--- config.mk ---
export PLATFORM = sky130hd
export DESIGN_NAME = snake_mover
export DESIGN_NICKNAME = d
export VERILOG_FILES = /design/src/rtl/snake_pkg.sv /design/src/rtl/snake_next_head.sv /design/src/rtl/snake_mover.sv
export SDC_FILE = /design/constraint.sdc
export NUM_CORES = 1
export LEC_CHECK = 0
export ABC_AREA = 1
export BUFFER_PORTS_ARGS = -buffer_cell sky130_fd_sc_hd__buf_2
export CAP_MARGIN = 20
export CORE_AREA = 2 2 180 182
export DETAILED_ROUTE_END_ITERATION = 8
export DIE_AREA = 0 0 182 184
export PLACE_DENSITY = 0.79
export SLEW_MARGIN = 15
export SYNTH_ARGS = -nofsm -noshare
export SYNTH_HDL_FRONTEND = slang
export SYNTH_SLANG_ARGS = --single-unit
--- constraint.sdc ---
create_clock -name clock -period 3.9 [get_ports clock]
set_clock_uncertainty 0.05 [all_clocks]
set_input_delay 0 -clock clock [delete_from_list [all_inputs] [get_ports clock]]
set_output_delay 0 -clock clock [all_outputs]
set_load 0.02 [all_outputs]
--- src/rtl/snake_pkg.sv ---
// Shared types and constants for the snake movement controller.
// Holds heading and FSM encodings, segment field positions and the reversal test.
package snake_pkg;

  typedef enum logic [1:0] {
    DIR_UP    = 2'b00,
    DIR_RIGHT = 2'b01,
    DIR_DOWN  = 2'b10,
    DIR_LEFT  = 2'b11
  } dir_t;

  typedef enum logic [2:0] {
    S_INIT  = 3'd0,
    S_IDLE  = 3'd1,
    S_CALC  = 3'd2,
    S_SHIFT = 3'd3,
    S_HEAD  = 3'd4,
    S_DEAD  = 3'd5
  } state_t;

  localparam int SEG_X_LSB = 0;
  localparam int SEG_Y_LSB = 16;

  // Opposite headings differ only in the upper encoding bit.
  function automatic logic is_reverse(input dir_t a, input dir_t b);
    return (a ^ b) == 2'b10;
  endfunction

endpackage

--- src/rtl/snake_next_head.sv ---
// Combinational new-head calculation: one step along the heading,
// wrapping at the grid edges.
module snake_next_head
  import snake_pkg::*;
(
  input  logic [31:0] head,
  input  dir_t        heading,
  input  logic [15:0] grid_w,
  input  logic [15:0] grid_h,
  output logic [31:0] next_head
);

  logic [15:0] x_s;
  logic [15:0] y_s;
  logic [15:0] nx_s;
  logic [15:0] ny_s;

  // Step one cell in the heading direction with toroidal wrap.
  always_comb begin
    x_s  = head[SEG_X_LSB +: 16];
    y_s  = head[SEG_Y_LSB +: 16];
    nx_s = x_s;
    ny_s = y_s;
    case (heading)
      DIR_UP:    ny_s = (y_s == 16'd0) ? grid_h - 16'd1 : y_s - 16'd1;
      DIR_RIGHT: nx_s = (x_s == grid_w - 16'd1) ? 16'd0 : x_s + 16'd1;
      DIR_DOWN:  ny_s = (y_s == grid_h - 16'd1) ? 16'd0 : y_s + 16'd1;
      DIR_LEFT:  nx_s = (x_s == 16'd0) ? grid_w - 16'd1 : x_s - 16'd1;
      default: begin
        nx_s = x_s;
        ny_s = y_s;
      end
    endcase
    next_head = 32'd0;
    next_head[SEG_X_LSB +: 16] = nx_s;
    next_head[SEG_Y_LSB +: 16] = ny_s;
  end

endmodule

--- src/rtl/snake_mover.sv ---
// Write controller for the snake segment register file: initialises the body,
// then on each tick shifts segments toward the tail and writes the new head.
module snake_mover
  import snake_pkg::*;
#(
  parameter int MAX_LEN  = 12,
  parameter int INIT_LEN = 3,
  parameter int INIT_X   = 10,
  parameter int INIT_Y   = 10,
  parameter int GRID_W   = 40,
  parameter int GRID_H   = 30
) (
  input  logic                  clock,
  input  logic                  reset,
  input  logic                  tick,
  input  logic [1:0]            dir,
  input  logic                  grow,
  input  logic [MAX_LEN*32-1:0] body_in,
  output logic [31:0]           value_out,
  output logic [31:0]           index,
  output logic                  write_en,
  output logic [3:0]            length,
  output logic                  busy,
  output logic                  step_done,
  output logic                  dead
);

  localparam logic [3:0] MAX_L  = 4'(MAX_LEN);
  localparam logic [3:0] INIT_L = 4'(INIT_LEN);

  state_t      state_r;
  dir_t        heading_r;
  logic [3:0]  length_r;
  logic [3:0]  ptr_r;
  logic [3:0]  init_cnt_r;
  logic        grow_pend_r;
  logic        g_r;
  logic        dead_r;
  logic        step_done_r;
  logic        write_en_r;
  logic        busy_r;
  logic [31:0] index_r;
  logic [31:0] value_out_r;
  logic [31:0] nh_r;

  logic [31:0] slot_s [MAX_LEN];
  logic [31:0] nh_s;
  logic [31:0] shift_src_s;
  logic [31:0] init_word_s;
  logic [3:0]  cmp_cnt_s;
  logic        hit_s;

  snake_next_head u_next_head (
    .head      (slot_s[0]),
    .heading   (heading_r),
    .grid_w    (16'(GRID_W)),
    .grid_h    (16'(GRID_H)),
    .next_head (nh_s)
  );

  // Slot unpacking, shift source select, collision scan and init word.
  always_comb begin
    cmp_cnt_s   = g_r ? length_r : length_r - 4'd1;
    hit_s       = 1'b0;
    shift_src_s = 32'd0;
    for (int i = 0; i < MAX_LEN; i++) begin
      slot_s[i]   = body_in[32*i +: 32];
      hit_s       = hit_s | ((4'(i) < cmp_cnt_s) && (slot_s[i] == nh_s));
      shift_src_s = (ptr_r == 4'(i + 1)) ? slot_s[i] : shift_src_s;
    end
    init_word_s = 32'd0;
    init_word_s[SEG_X_LSB +: 16] = 16'(INIT_X) - {12'd0, init_cnt_r};
    init_word_s[SEG_Y_LSB +: 16] = 16'(INIT_Y);
  end

  // Main FSM with registered write port and status outputs.
  always_ff @(posedge clock or posedge reset) begin
    if (reset) begin
      state_r     <= S_INIT;
      heading_r   <= DIR_RIGHT;
      length_r    <= INIT_L;
      ptr_r       <= 4'd0;
      init_cnt_r  <= 4'd0;
      grow_pend_r <= 1'b0;
      g_r         <= 1'b0;
      dead_r      <= 1'b0;
      step_done_r <= 1'b0;
      write_en_r  <= 1'b0;
      busy_r      <= 1'b1;
      index_r     <= 32'd0;
      value_out_r <= 32'd0;
      nh_r        <= 32'd0;
    end else begin
      write_en_r  <= 1'b0;
      step_done_r <= 1'b0;
      grow_pend_r <= grow | (grow_pend_r & ~((state_r == S_HEAD) & g_r));
      case (state_r)
        S_INIT: begin
          write_en_r  <= 1'b1;
          index_r     <= {28'd0, init_cnt_r};
          value_out_r <= init_word_s;
          if (init_cnt_r == INIT_L - 4'd1) begin
            state_r <= S_IDLE;
            busy_r  <= 1'b0;
          end else begin
            init_cnt_r <= init_cnt_r + 4'd1;
          end
        end
        S_IDLE: begin
          if (tick) begin
            if (!is_reverse(dir_t'(dir), heading_r)) begin
              heading_r <= dir_t'(dir);
            end else begin
              heading_r <= heading_r;
            end
            g_r     <= grow_pend_r;
            state_r <= S_CALC;
            busy_r  <= 1'b1;
          end else begin
            state_r <= S_IDLE;
          end
        end
        S_CALC: begin
          nh_r <= nh_s;
          if (hit_s) begin
            dead_r      <= 1'b1;
            step_done_r <= 1'b1;
            state_r     <= S_DEAD;
            busy_r      <= 1'b0;
          end else if (g_r && (length_r < MAX_L)) begin
            ptr_r   <= length_r;
            state_r <= S_SHIFT;
          end else if (length_r == 4'd1) begin
            ptr_r   <= 4'd0;
            state_r <= S_HEAD;
          end else begin
            ptr_r   <= length_r - 4'd1;
            state_r <= S_SHIFT;
          end
        end
        // High-to-low order keeps each source slot intact until it has been read.
        S_SHIFT: begin
          write_en_r  <= 1'b1;
          index_r     <= {28'd0, ptr_r};
          value_out_r <= shift_src_s;
          ptr_r       <= ptr_r - 4'd1;
          if (ptr_r == 4'd1) begin
            state_r <= S_HEAD;
          end else begin
            state_r <= S_SHIFT;
          end
        end
        S_HEAD: begin
          write_en_r  <= 1'b1;
          index_r     <= 32'd0;
          value_out_r <= nh_r;
          if (g_r && (length_r < MAX_L)) begin
            length_r <= length_r + 4'd1;
          end else begin
            length_r <= length_r;
          end
          step_done_r <= 1'b1;
          state_r     <= S_IDLE;
          busy_r      <= 1'b0;
        end
        S_DEAD: begin
          state_r <= S_DEAD;
        end
        default: begin
          state_r    <= S_INIT;
          init_cnt_r <= 4'd0;
          busy_r     <= 1'b1;
        end
      endcase
    end
  end

  assign value_out = value_out_r;
  assign index     = index_r;
  assign write_en  = write_en_r;
  assign length    = length_r;
  assign busy      = busy_r;
  assign step_done = step_done_r;
  assign dead      = dead_r;

endmodule

==> tab_implementation.tex <==
\begin{tabular}{lr}
\hline
Metric & Value \\
\hline
\multicolumn{2}{l}{\textbf{Critical path}} \\
\quad Worst path required time & just over 4 ns \\
\quad Kind of capture point of the worst setup path & flip-flop \\
\quad Setup slack of the most critical reg-to-reg path & $\sim$0.16 ns \\
\quad Type of origin of the critical path & flip-flop \\
\quad Cell with the largest stage delay on the worst path & dfstp\_2 \\
\quad WP data arrival & 3.93 ns \\
\quad Maximum cell stage delay along the critical path & $\sim$0.65 ns \\
\quad Category of the critical setup timing path & reg -> reg \\
\quad Largest fanout on the critical path & 16 \\
\quad Critical Path Most Common Cell & nor2\_1 \\
\quad Cell-by-cell listing of the critical path & inv\_2 -> nor2\_4 -> buf\_12 -> nand2\_1 -> nand3\_2 -> or2\_1 -> nand3\_1 -> nor2\_1 -> nand4\_1 -> nor2\_1 -> nor2\_1 -> nand3\_2 -> nor2\_4 -> nand2\_4 -> nand2\_4 -> nand2\_1 -> o21ai\_2 \\
\multicolumn{2}{l}{\textbf{Routing}} \\
\quad Wirelength, routed & 89.66 mm \\
\quad Detailed-route via count & around 24k \\
\quad Number of remaining DRC errors & 1 \\
\quad First drt pass iteration count & 9 \\
\quad Remaining antenna violation count & 0 \\
\quad Routed wire per std cell & approximately 24 microns \\
\quad Violation count after the first detailed-route iteration & about 4.2k \\
\quad Vias per Instance & approximately 6.3 \\
\multicolumn{2}{l}{\textbf{Power}} \\
\quad Switching portion of total power & 61.58\% \\
\quad Static leakage & between 10 and 15 nW \\
\quad Part of the total power dissipated in the clock network & 6.7\% \\
\quad Total power density per cell area & approximately 680 nW/um\^{}2 \\
\quad Post-route total power & 0.01292 W \\
\quad Switching Power & 0.007954 W \\
\quad Proportion of power drawn by flip-flops and latches & 13.3\% \\
\quad Int Power & 0.004962 W \\
\quad Maximum resistive drop on vdd & 0.0004335 V \\
\quad Combinational fraction of design power & around four fifths \\
\multicolumn{2}{l}{\textbf{Die}} \\
\quad Effective utilization at floorplan & slightly above 50\% \\
\quad \# IOs & around 460 \\
\quad Area of the die & 33490 sq um \\
\quad Placement Rows & 65 \\
\quad Horizontal die dimension & about 180 microns \\
\quad Core Area & between 30000 and 40000 sq um \\
\quad Die boundary height & 184 microns \\
\multicolumn{2}{l}{\textbf{Cells and area}} \\
\quad Layout Nets & 3713 \\
\quad Sequential cell area & 2282 sq um \\
\quad \# fillers & 3128 \\
\quad Final Instance Count excl. Fillers & 3715 \\
\quad Proportion of layout cells with a drive suffix above 1 & 19.39\% \\
\quad Final std cell area, no fill & about 19000 sq um \\
\quad Layout area overhead & 17.61\% \\
\quad Area used by multi-input combinational logic & 11810 sq um \\
\multicolumn{2}{l}{\textbf{Timing}} \\
\quad Clock period minus final worst setup slack & 3.744 ns \\
\quad Worst slew margin relative to its limit & 28.90\% \\
\quad Final hold slack & between 0.008 and 0.009 ns \\
\quad Least-Margin Pin Slew & 1.065 ns \\
\quad Final setup fails & 0 \\
\quad Final TNS setup & 0 ns \\
\quad Hold violation count in the final report & 0 \\
\quad Slew Viols, Final & 0 \\
\quad Maximum clock rate & 267.1 MHz \\
\quad Period utilization & 96.00\% \\
\quad Unrepaired setup endpoints after global routing & false \\
\multicolumn{2}{l}{\textbf{Global route}} \\
\quad Initial antenna violation count & 4 \\
\quad Wire length of the first global-routing pass & 131.2 mm \\
\quad Total global-route track usage & 51.70\% \\
\quad Maximum number of pins on one net before global-route repair & 66 \\
\quad Global route total overflow & 0 \\
\quad Number of global-route vias before repair & 21.64k \\
\multicolumn{2}{l}{\textbf{Placement}} \\
\quad PortBufs & 433 \\
\quad Placed cell count & 3677 \\
\quad Dpl cell area & 18550 sq um \\
\quad Dpl hpwl & 73.39 mm \\
\quad Placer congestion estimate & approximately 1.1 \\
\multicolumn{2}{l}{\textbf{Yosys}} \\
\quad Gate count of the mapped netlist & roughly 2.9k \\
\quad Mean instance size in the synthesized netlist & about 5.6 sq um \\
\quad Flip-flop and latch count after synthesis & 91 \\
\quad Proportion of synthesized chip area in sequential cells & 14.10\% \\
\quad Area of the mapped netlist & 16190 sq um \\
\quad Number of distinct library cell variants in the gate-level netlist after synthesis & between 50 and 60 \\
\quad Synth warn & 0 \\
\multicolumn{2}{l}{\textbf{Hold path}} \\
\quad Classification of the worst-slack hold path & in -> reg \\
\multicolumn{2}{l}{\textbf{Clocking}} \\
\quad CTS H-tree lvls & 3 \\
\quad CTS root buf & clkbuf\_16 \\
\quad Sinks on Clock Net & 91 \\
\quad Clock latency at the later pin of the worst-skew pair & around 0.37 ns \\
\quad TritonCTS clock tree & yes \\
\quad Worst-case clock buffer depth & 2 \\
\quad Clock-pin transition on the worst setup and hold timing paths & $\sim$0.080 ns \\
\quad CTS Buf Count & 9 \\
\multicolumn{2}{l}{\textbf{Run status}} \\
\quad Violated checks & DRC \\
\quad Result of the run & finished with violations \\
\multicolumn{2}{l}{\textbf{Job}} \\
\quad Maxcap violations & 0 \\
\hline
\end{tabular}
==> repair_timing <==
action                                  4_1_cts  5_1_grt
hold buffers                                 16        0
endpoints found under the hold margin        39        0
endpoints found under the setup margin        0        9
resized for setup                             0        2
setup buffers                                 0        4
==> cell families after synthesis <==
logic type | Yosys count | synth area share (%)
AND/OR/NAND/NOR | 1673 | 45.97
AO/OA/AOI/OAI | 503 | 18.03
buffers and inverters | 502 | 13.74
XOR/XNOR | 125 | 6.764
flip-flops | 91 | 14.10
adder cells (fa/ha/maj) | 17 | 1.314
other | 1 | 0.02317
multiplexers | 1 | 0.06956
==> power by group through the flow <==
stage / clock network (W) / registers, W / logic (W)
floorplan: 0 / 0.00178 / 0.00643
global placement: 0 / 0.00166 / 0.00952
detailed placement: 0 / 0.00169 / 0.00963
CTS: 0.000851 / 0.00168 / 0.00971
global route: 0.000886 / 0.00174 / 0.0110
finish: 0.000866 / 0.00171 / 0.0103
==> metal layers <==
layer  up-vias  global-route usage [%]  part of all wire, %
li1      10304                       -                    -
met1     10431                   64.53                   35
met2      2299                   76.81                   41
met3       534                   14.24                   15
met4         0                   36.84                  8.8
met5         -                       0                    0
==> layout by cell type (no fill, tap or decap), types with 6 or more instances in the layout <==
master         count
nand2_1          870
buf_2            433
inv_1            317
nor2_1           303
nand3_1          222
o21ai_0          206
nand4_1          130
a21oi_1          123
xor2_1            92
dfrtp_1           87
buf_4             70
o211ai_1          47
o22ai_1           38
xnor2_1           33
nand2_2           29
conb_1            28
nor3_1            27
nand3_2           22
o221ai_1          19
o21ai_1           18
nor2_2            17
ha_1              17
dlygate4sd3_1     16
a31oi_1           14
nand3b_1          14
inv_2             11
nor2_4            10
clkbuf_16          9
o311ai_0           7
clkinv_1           6
nand3_4            6
or2_2              6
==> worst max-delay path: cells and delay by family, from the launching register on <==
family	cells	cell delay, ns
buffers and inverters	2	0.36
AND/OR/NAND/NOR	14	2.48
flip-flops	1	0.65
AO/OA/AOI/OAI	1	0.05
==> synthesized netlist by cell type (all sizes together) <==
cell / instances / area (sq um)
ha: 17 / 212.7
clkinv: 6 / 22.52
xnor2: 33 / 289.0
o21a: 1 / 7.510
nor4: 3 / 18.77
o311ai: 8 / 70.07
nand2: 902 / 3481
o221ai: 19 / 166.4
a311oi: 3 / 26.28
a211oi: 2 / 15.01
o31ai: 1 / 7.510
nand3b: 15 / 116.4
nor2: 330 / 1346
nor3b: 2 / 15.01
a221oi: 5 / 43.79
or2: 13 / 81.33
o21bai: 1 / 7.510
inv: 329 / 1235
dfrtp: 87 / 2177
a31o: 3 / 26.28
a22oi: 3 / 22.52
xor2: 92 / 805.8
conb: 1 / 3.750
o22ai: 38 / 237.7
o22a: 1 / 8.760
nand3: 250 / 1429
a2111oi: 2 / 17.52
a31oi: 14 / 87.58
o21ai: 229 / 1165
nor3: 28 / 140.1
nand4: 130 / 813.3
a21oi: 125 / 648.1
clkbuf: 80 / 300.3
a21boi: 1 / 7.510
buf: 87 / 665.6
mux2: 1 / 11.26
o211ai: 47 / 352.8
dfstp: 4 / 105.1
==> worst paths after layout <==
check,from,endpoint,cells past startpoint
worst min register to register,dead,dead,2
max in group asynchronous,reset,value_out[25],4
worst max register to register,heading_r[0],ptr_r[3],17
min in group asynchronous,reset,nh_r[18],3
worst max-delay path,heading_r[0],ptr_r[3],17
worst min-delay path,body_in[355],value_out[3],3
==> state kept, by name, summed over array words and instances (netlist names), 2 cells and up <==
name	count
state_r	3
heading_r	2
index	4
length	4
nh_r	32
value_out	32
init_cnt_r	4
ptr_r	4
==> layout make-up <==
cell class	count	area share, %
multi-input cells	2347	62.01
well taps	402	2.642
inverters	335	6.612
clock buffers	11	1.222
flip-flops and latches	91	11.99
repair buffers	522	15.30
clock inverters	5	0.1972
diodes	2	0.02629
==> per-stage QoR <==
step / setup slack, ns / util, %
2_1_floorplan: 1.040 / -
3_3_place_gp: 0.2596 / 59.10
3_5_place_dp: 0.2473 / 59.10
4_1_cts: 0.2118 / 60.47
5_1_grt: 0.02855 / 60.64
6_report: 0.1559 / 60.64
Note: power is estimated with default switching activity, not from simulation.
